$ cat src/rtl/main_control_fsm.sv
// Multicycle MIPS main controller. Registered Moore FSM that sequences each
// instruction through fetch/decode/execute/memory/writeback, drives the
// datapath enables and mux selects, and hands ALUOp to the ALU decoder.
// Memory accesses stall on mem_ready; unsupported opcodes pulse illegal_op.
//
// state   | meaning
// --------+---------------------------------------------------------------
// FETCH   | read instruction at PC, PC+4; waits for mem_ready
// DECODE  | compute branch target (SignImm<<2), dispatch on opcode
// MEMADR  | compute load/store address A + SignImm
// MEMRD   | read data memory at ALUOut; waits for mem_ready
// MEMWB   | write loaded data to rt
// MEMWR   | write B to memory at ALUOut; waits for mem_ready
// EXEC    | R-type ALU operation A op B
// ALUWB   | write ALU result to rd
// BRANCH  | compare A - B, load PC with target if zero
// ADDIEX  | A + SignImm
// ADDIWB  | write ALU result to rt
// JUMP    | load PC with jump target
// 12..15  | unused, outputs idle, return to FETCH
module main_control_fsm #(
    parameter logic [5:0] OP_RTYPE = 6'h00,
    parameter logic [5:0] OP_LW    = 6'h23,
    parameter logic [5:0] OP_SW    = 6'h2B,
    parameter logic [5:0] OP_BEQ   = 6'h04,
    parameter logic [5:0] OP_ADDI  = 6'h08,
    parameter logic [5:0] OP_J     = 6'h02
) (
    input  logic       clk,
    input  logic       reset_n,
    input  logic [5:0] op,
    input  logic       mem_ready,
    output logic       MemWrite,
    output logic       IRWrite,
    output logic       RegWrite,
    output logic       PCWrite,
    output logic       Branch,
    output logic       IorD,
    output logic       MemtoReg,
    output logic       RegDst,
    output logic       ALUSrcA,
    output logic [1:0] ALUSrcB,
    output logic [1:0] PCSrc,
    output logic [1:0] ALUOp,
    output logic       illegal_op,
    output logic [3:0] state
);

    localparam logic [3:0] S_FETCH  = 4'd0;
    localparam logic [3:0] S_DECODE = 4'd1;
    localparam logic [3:0] S_MEMADR = 4'd2;
    localparam logic [3:0] S_MEMRD  = 4'd3;
    localparam logic [3:0] S_MEMWB  = 4'd4;
    localparam logic [3:0] S_MEMWR  = 4'd5;
    localparam logic [3:0] S_EXEC   = 4'd6;
    localparam logic [3:0] S_ALUWB  = 4'd7;
    localparam logic [3:0] S_BRANCH = 4'd8;
    localparam logic [3:0] S_ADDIEX = 4'd9;
    localparam logic [3:0] S_ADDIWB = 4'd10;
    localparam logic [3:0] S_JUMP   = 4'd11;

    logic [3:0] state_q, state_d;

    // Ungated per-state outputs; reset gating is applied afterwards.
    logic       mem_write_s, ir_write_s, reg_write_s, pc_write_s, branch_s, illegal_s;
    logic       iord_s, memtoreg_s, regdst_s, alusrca_s;
    logic [1:0] alusrcb_s, pcsrc_s, aluop_s;

    // State register with synchronous active-low reset.
    always_ff @(posedge clk) begin
        if (!reset_n) begin
            state_q <= S_FETCH;
        end else begin
            state_q <= state_d;
        end
    end

    // Next-state and per-state output decode.
    always_comb begin
        state_d     = S_FETCH;
        mem_write_s = 1'b0;
        ir_write_s  = 1'b0;
        reg_write_s = 1'b0;
        pc_write_s  = 1'b0;
        branch_s    = 1'b0;
        illegal_s   = 1'b0;
        iord_s      = 1'b0;
        memtoreg_s  = 1'b0;
        regdst_s    = 1'b0;
        alusrca_s   = 1'b0;
        alusrcb_s   = 2'b00;
        pcsrc_s     = 2'b00;
        aluop_s     = 2'b00;
        case (state_q)
            S_FETCH: begin
                alusrcb_s  = 2'b01;
                ir_write_s = mem_ready;
                pc_write_s = mem_ready;
                state_d    = mem_ready ? S_DECODE : S_FETCH;
            end
            S_DECODE: begin
                alusrcb_s = 2'b11;
                if (op == OP_LW || op == OP_SW) begin
                    state_d = S_MEMADR;
                end else if (op == OP_RTYPE) begin
                    state_d = S_EXEC;
                end else if (op == OP_BEQ) begin
                    state_d = S_BRANCH;
                end else if (op == OP_ADDI) begin
                    state_d = S_ADDIEX;
                end else if (op == OP_J) begin
                    state_d = S_JUMP;
                end else begin
                    state_d   = S_FETCH;
                    illegal_s = 1'b1;
                end
            end
            S_MEMADR: begin
                alusrca_s = 1'b1;
                alusrcb_s = 2'b10;
                state_d   = (op == OP_SW) ? S_MEMWR : S_MEMRD;
            end
            S_MEMRD: begin
                iord_s  = 1'b1;
                state_d = mem_ready ? S_MEMWB : S_MEMRD;
            end
            S_MEMWB: begin
                reg_write_s = 1'b1;
                memtoreg_s  = 1'b1;
                state_d     = S_FETCH;
            end
            S_MEMWR: begin
                iord_s      = 1'b1;
                mem_write_s = 1'b1;
                state_d     = mem_ready ? S_FETCH : S_MEMWR;
            end
            S_EXEC: begin
                alusrca_s = 1'b1;
                aluop_s   = 2'b10;
                state_d   = S_ALUWB;
            end
            S_ALUWB: begin
                reg_write_s = 1'b1;
                regdst_s    = 1'b1;
                state_d     = S_FETCH;
            end
            S_BRANCH: begin
                alusrca_s = 1'b1;
                aluop_s   = 2'b01;
                pcsrc_s   = 2'b01;
                branch_s  = 1'b1;
                state_d   = S_FETCH;
            end
            S_ADDIEX: begin
                alusrca_s = 1'b1;
                alusrcb_s = 2'b10;
                state_d   = S_ADDIWB;
            end
            S_ADDIWB: begin
                reg_write_s = 1'b1;
                state_d     = S_FETCH;
            end
            S_JUMP: begin
                pcsrc_s    = 2'b10;
                pc_write_s = 1'b1;
                state_d    = S_FETCH;
            end
            default: begin
                state_d = S_FETCH;
            end
        endcase
    end

    // While reset is held the state register may still show an in-flight
    // state, so enables are killed combinationally and selects park at
    // their FETCH values.
    assign MemWrite   = reset_n & mem_write_s;
    assign IRWrite    = reset_n & ir_write_s;
    assign RegWrite   = reset_n & reg_write_s;
    assign PCWrite    = reset_n & pc_write_s;
    assign Branch     = reset_n & branch_s;
    assign illegal_op = reset_n & illegal_s;
    assign IorD       = reset_n & iord_s;
    assign MemtoReg   = reset_n & memtoreg_s;
    assign RegDst     = reset_n & regdst_s;
    assign ALUSrcA    = reset_n & alusrca_s;
    assign ALUSrcB    = reset_n ? alusrcb_s : 2'b01;
    assign PCSrc      = reset_n ? pcsrc_s   : 2'b00;
    assign ALUOp      = reset_n ? aluop_s   : 2'b00;
    assign state      = state_q;

endmodule
$ cat config.mk
export PLATFORM = sky130hd
export DESIGN_NAME = main_control_fsm
export DESIGN_NICKNAME = d
export VERILOG_FILES = /design/src/rtl/main_control_fsm.sv
export SDC_FILE = /design/constraint.sdc
export NUM_CORES = 1
export LEC_CHECK = 0
export CORE_MARGIN = 2
export CORE_UTILIZATION = 35
export CTS_CLUSTER_SIZE = 14
export DETAILED_ROUTE_END_ITERATION = 8
export DONT_BUFFER_PORTS = 1
export PLACE_DENSITY_LB_ADDON = 0.1
export SLEW_MARGIN = 10
export SYNTH_ARGS = -nofsm -noshare
export SYNTH_HDL_FRONTEND = slang
export SYNTH_SLANG_ARGS = --single-unit
$ cat constraint.sdc
create_clock -name clk -period 4.35 [get_ports clk]
set_input_delay 1.0875 -clock clk [delete_from_list [all_inputs] [get_ports clk]]
set_output_delay 1.0875 -clock clk [all_outputs]
set_load 0.01 [all_outputs]
==> impl_metrics.py, run 1 <==
metrics = {
    "detailed_routing": {
        "dr.pass1.iters": 4,
        "drtIter0Drc": 12,
        "wl_mm": 1.51,
        "ant_nets": 0,
        "drc": 0,
        "avgViaCountPerCell": 6.31,
        "via_count": 606,
        "wl_per_cell_um": 15.7,
    },
    "yosys": {
        "ys_seq_elements": 4,
        "ys_seq_area_share_pct": 14.7,
        "syn_area_um2": 546,
        "post_synth.cell_area_avg_um2": 6.49,
        "synth_cell_types": 35,
        "synth_nets": 93,
        "yosysWarningCount": 0,
        "netlist_instances": 84,
    },
    "power": {
        "switching_share_pct": 27.3,
        "peakVddDrop_mv": 0.0963,
        "seqPwrFrac_pct": 39.4,
        "pwr-share-comb_pct": 17.3,
        "internal_power_mw": 0.0767,
        "p_per_area_nw_per_um2": 189,
        "p_leak_nw": 0.176,
        "p_sw_mw": 0.0288,
        "clkPwrFrac_pct": 43.3,
    },
    "floorplan": {
        "rows": 14,
        "dieArea_um2": 1890,
        "die_w_um": 43.5,
        "initial_utilization_pct": 36.6,
        "core-area_um2": 1490,
        "fp.dieH_um": 43.5,
        "num_io_pins": 29,
    },
    "clock_network": {
        "max-clock-path-buffers": 2,
        "htree_levels": 1,
        "ctsHoldBuffers": 0,
        "postCtsSetupRepairBufs": 0,
        "cts_tree": "built",
        "ctsResizeCount": 0,
        "clkLatencyLatePin_ns": 0.23,
        "clkTransAtPathRegs_ns": 0.04,
        "cts-buffers-inserted": 3,
        "root_buffer": "clkbuf_4",
        "cts_num_sinks": 4,
    },
    "min_path": {
        "worstHoldStart": "state[0]",
        "hold_path.class": "flop to flop",
        "holdPathStages": 2,
        "hold-path-endpoint": "state[0]",
    },
    "timing": {
        "timing.final.crit_share_pct": 69.4,
        "worst_slew_pin_slew_ns": 0.713,
        "fmax_ghz": 0.331,
        "fin_setup_tns_ns": 0,
        "postLayoutSetupSlackWorst_ns": 1.33,
        "finalHoldViolCount": 0,
        "skew_ns": 0.000352,
        "rsz0062_at_grt": "false",
        "min_period_ns": 3.02,
        "max-slew-margin-rel_pct": 52.4,
        "setup_viol": 0,
        "whs_ns": 0.737,
        "drv_slew": 0,
    },
    "layout": {
        "nNetsFinal": 91,
        "fillers": 165,
        "largest_register_ffs": 4,
        "area_growth_syn_to_layout_pct": 2.29,
        "final_cell_mix": "nor2_1 (11), nand3_1 (6), nand2_1 (5), nor3_1 (5)",
        "drive_gt1_share_pct": 8.75,
        "antenna_cells": 0,
        "layout_commonest_cell": "nor2_1",
    },
    "critical_path": {
        "critical_path_buf_inv_count": 0,
        "cp_top_family": "simple AND/OR/NAND/NOR gates",
        "rr_worst_depth": 4,
        "worst_setup_path_start_kind": "input port",
        "slowest_stage": "or3_1",
        "path_max_fanout": 5,
        "cp-startpoint": "op[0]",
        "worst_ep_arrival_time_ns": 1.93,
        "r2r_slack_ns": 2.48,
        "cp-end-kind": "output pin",
        "r2r-start": "state[0]",
        "required_ns": 3.26,
        "r2r_end": "state[0]",
        "criticalPathCategory": "input port to output pin",
        "slowest_delay_ns": 0.36,
        "path_cells": "or2_2 > or3_1 > nor3b_1",
    },
    "place": {
        "preCtsSetupSlack_ns": 1.34,
        "routabilityCongestion": 0.754,
        "dp_hpwl_mm": 1.11,
        "place.port_buffers": 0,
    },
    "outcome": {
        "status": "complete, no violations",
    },
    "flow_run": {
        "cap_violations": 0,
    },
    "global_route": {
        "grt_pass1_wl_mm": 2.46,
        "antenna_found_initial": 0,
        "grt.overflow.total": 0,
        "grt_pass1_vias": 539,
        "grt_max_degree": 20,
        "gr-usage-all-layers_pct": 16.9,
    },
}
==> power groups by stage <==
stage | logic (mW) | clock network, mW | registers (mW)
after floorplan | 0.0185 | 0 | 0.0396
after global placement | 0.0181 | 0 | 0.0421
after detailed placement | 0.0182 | 0 | 0.0420
after CTS | 0.0183 | 0.0474 | 0.0415
after global routing | 0.0206 | 0.0529 | 0.0419
final | 0.0183 | 0.0457 | 0.0415
==> synth_stat cells (all sizes together) <==
cell type / instances / share of area (%)
nor2: 11 / 7.6
nand3: 6 / 5.5
clkbuf: 5 / 3.4
nand2: 5 / 3.4
nor3: 5 / 4.6
a21oi: 4 / 3.7
dfxtp: 4 / 15
nor2b: 4 / 4.6
o21ai: 4 / 3.7
a31oi: 3 / 3.4
nand4: 3 / 3.4
nor3b: 3 / 4.1
or2: 3 / 3.4
and3: 2 / 2.3
buf: 2 / 2.1
nand2b: 2 / 2.3
nor4: 2 / 2.3
xnor2: 2 / 3.2
a2111oi: 1 / 2.8
a21boi: 1 / 1.4
a21o: 1 / 1.4
a221oi: 1 / 1.6
a311oi: 1 / 1.6
and2: 1 / 1.4
and4: 1 / 1.6
and4b: 1 / 1.8
inv: 1 / 0.69
nand4bb: 1 / 2.1
o31ai: 1 / 1.4
or3: 1 / 1.1
or4b: 1 / 1.8
xor2: 1 / 1.6
==> routing by layer <==
layer | GRT usage, % | vias to the layer above | wire, um
li1 | - | 308 | -
met1 | 24.0 | 270 | 731
met2 | 25.4 | 28 | 661
met3 | 6.25 | 0 | 112
met4 | 1.82 | 0 | 0
met5 | 0 | - | 0
==> area by class of cell <==
| class | instances | area [um^2] | share of cell area [%] |
|---|---|---|---|
| clock buffer | 3 | 22.5 | 4.04 |
| tap | 16 | 20.0 | 3.59 |
| inverter | 1 | 3.75 | 0.673 |
| sequential | 4 | 80.1 | 14.3 |
| multi-input combinational | 72 | 432 | 77.4 |
==> logic make-up (layout without fill, tap and decap cells) <==
family | Yosys count | in the layout | share of synthesized area (%)
AO/OA/AOI/OAI | 17 | 17 | 20.9
AND/OR/NAND/NOR | 52 | 52 | 53.4
flip-flops | 4 | 4 | 14.7
XOR/XNOR | 3 | 3 | 4.82
buffers and inverters | 8 | 4 | 6.19
==> tightest hold or removal path: stages (launching register included) <==
cell and delay (ns):
dfxtp_1 0.47, nand2_1 0.13, a311oi_1 0.08
==> per-stage QoR <==
step	instance area [um^2]	util, %	power (mW)	std cells
final	558	37.5	0.106	96
after detailed placement	536	36.0	0.0602	93
after floorplan	546	-	0.0581	84
after CTS	558	37.5	0.107	96
after global routing	558	37.5	0.115	96
after global placement	536	36.0	0.0602	93
==> worst max path at each step <==
stage	cells after the start	slack, ns	end
finish	3	1.33	illegal_op
floorplan	3	1.38	illegal_op
global route	4	1.25	ALUSrcB[1]
detailed placement	3	1.34	illegal_op
global placement	3	1.35	illegal_op
CTS	3	1.34	illegal_op
Note: power is estimated with default switching activity, not from simulation.
==> run 2: changes to the inputs <==
==> constraint.sdc (replaced) <==
create_clock -name clk -period 2.9 [get_ports clk]
set_input_delay 0.725 -clock clk [delete_from_list [all_inputs] [get_ports clk]]
set_output_delay 0.725 -clock clk [all_outputs]
set_load 0.01 [all_outputs]
==> impl_metrics.py, run 2 (same netlist as run 1, synthesis figures left out) <==
metrics = {
    "power": {
        "p_per_area_nw_per_um2": 279,
        "p_leak_nw": 0.187,
        "peakVddDrop_mv": 0.142,
        "clkPwrFrac_pct": 43.7,
        "pwr-share-comb_pct": 17.6,
        "p_sw_mw": 0.0441,
        "internal_power_mw": 0.115,
        "switching_share_pct": 27.7,
        "seqPwrFrac_pct": 38.6,
    },
    "critical_path": {
        "r2r_end": "state[0]",
        "critical_path_buf_inv_count": 0,
        "slowest_delay_ns": 0.66,
        "r2r_slack_ns": 1.11,
        "required_ns": 2.17,
        "worst_ep_arrival_time_ns": 1.80,
        "cp-end-kind": "output pin",
        "r2r-start": "state[0]",
        "slowest_stage": "dfxtp_1",
        "worst_setup_path_start_kind": "flop",
        "criticalPathCategory": "flop to output pin",
        "cp_top_family": "simple AND/OR/NAND/NOR gates",
        "path_cells": "nor2b_1 > nand4_1 > nor3b_1",
        "rr_worst_depth": 4,
        "path_max_fanout": 15,
    },
    "place": {
        "dp_hpwl_mm": 1.15,
        "place.port_buffers": 0,
        "routabilityCongestion": 0.710,
    },
    "timing": {
        "rsz0062_at_grt": "false",
        "skew_ns": 0.00642,
        "fmax_ghz": 0.396,
        "drv_slew": 0,
        "timing.final.crit_share_pct": 87.2,
        "worst_slew_pin_slew_ns": 0.550,
        "min_period_ns": 2.53,
        "finalHoldViolCount": 0,
        "max-slew-margin-rel_pct": 63.3,
        "setup_viol": 0,
        "fin_setup_tns_ns": 0,
    },
    "floorplan": {
        "core-area_um2": 1490,
        "initial_utilization_pct": 36.6,
        "rows": 14,
        "die_w_um": 43.5,
        "fp.dieH_um": 43.5,
        "num_io_pins": 29,
        "dieArea_um2": 1890,
    },
    "clock_network": {
        "ctsHoldBuffers": 0,
        "cts_num_sinks": 4,
        "htree_levels": 1,
        "max-clock-path-buffers": 2,
        "clkLatencyLatePin_ns": 0.24,
        "clkTransAtPathRegs_ns": 0.03,
        "cts_tree": "built",
        "root_buffer": "clkbuf_4",
        "cts-buffers-inserted": 3,
        "postCtsSetupRepairBufs": 0,
        "ctsResizeCount": 0,
    },
    "layout": {
        "drive_gt1_share_pct": 11.0,
        "nNetsFinal": 93,
        "fillers": 165,
        "finish.utilization_pct": 38.5,
        "antenna_cells": 0,
        "seq_area_um2": 80.1,
        "largest_register_ffs": 4,
        "final_cell_mix": "nor2_1 (11), nand3_1 (6), nand2_1 (5), nor3_1 (5)",
        "area_growth_syn_to_layout_pct": 5.05,
        "multi_input_area_um2": 432,
        "layout_commonest_cell": "nor2_1",
    },
    "detailed_routing": {
        "dr.pass1.iters": 4,
        "drtIter0Drc": 15,
        "avgViaCountPerCell": 6.38,
        "wl_mm": 1.48,
        "wl_per_cell_um": 15.1,
        "drc": 0,
        "ant_nets": 0,
        "via_count": 625,
    },
    "flow_run": {
        "cap_violations": 0,
    },
    "min_path": {
        "worstHoldStart": "reset_n",
        "holdPathStages": 2,
        "hold_path.class": "input port to flop",
        "hold-path-endpoint": "state[1]",
    },
    "global_route": {
        "antenna_found_initial": 0,
        "grt_pass1_vias": 565,
        "gr-usage-all-layers_pct": 17.1,
        "grt_pass1_wl_mm": 2.49,
        "grt.overflow.total": 0,
        "grt_max_degree": 16,
    },
    "outcome": {
        "status": "complete, no violations",
    },
}
==> run 2: changes by cell type in the layout (fill, tap and decap cells not counted), sizes merged <==
cell  before  now
buf        0    2
==> run 2: metrics by stage <==
step           instance area, um^2  setup WS, ns  total power [mW]  hold WS (ns)  cells
3_5_place_dp                   551         0.631            0.0906         0.720     95
6_report                       573         0.373             0.160         0.657     98
2_1_floorplan                  546         0.652            0.0871         0.643     84
3_3_place_gp                   551         0.631            0.0908         0.734     95
4_1_cts                        573         0.415             0.161         0.654     98
5_1_grt                        573         0.267             0.171         0.668     98
==> run 2: cell type report <==
| cell class | instances | area share [%] |
|---|---|---|
| inverter | 1 | 0.655 |
| timing repair buffer | 2 | 2.62 |
| sequential | 4 | 14.0 |
| clock buffer | 3 | 3.93 |
| tap | 16 | 3.49 |
| multi-input combinational | 72 | 75.3 |
==> run 2: worst reg2reg max path, cell delays in order (launching register included) <==
cell and delay (ns):
dfxtp_1 0.66, nand2b_1 0.30, nor4_1 0.41, nor3_1 0.09
a311oi_1 0.24
==> run 2: how the worst max path moves through the flow <==
stage	depth (start not counted)	startpoint	endpoint
after floorplan	3	op[0]	illegal_op
after global placement	3	op[0]	illegal_op
after detailed placement	3	op[0]	illegal_op
after CTS	3	state[0]	illegal_op
after global routing	3	state[0]	illegal_op
final	3	state[0]	illegal_op
==> run 2: power groups by stage <==
stage	logic, mW	clock network [mW]	registers [mW]
global route	0.0320	0.0773	0.0621
detailed placement	0.0281	0	0.0624
global placement	0.0282	0	0.0626
floorplan	0.0277	0	0.0594
finish	0.0281	0.0698	0.0617
CTS	0.0281	0.0714	0.0615
==> run 2: per-layer routing <==
layer  routed length (um)  vias up  GRT usage, %
met4                   19        0          6.67
met3                  142        2          2.92
met2                  686       27          25.7
met1                  636      287          24.3
met5                    0        -             0
li1                     -      309             -
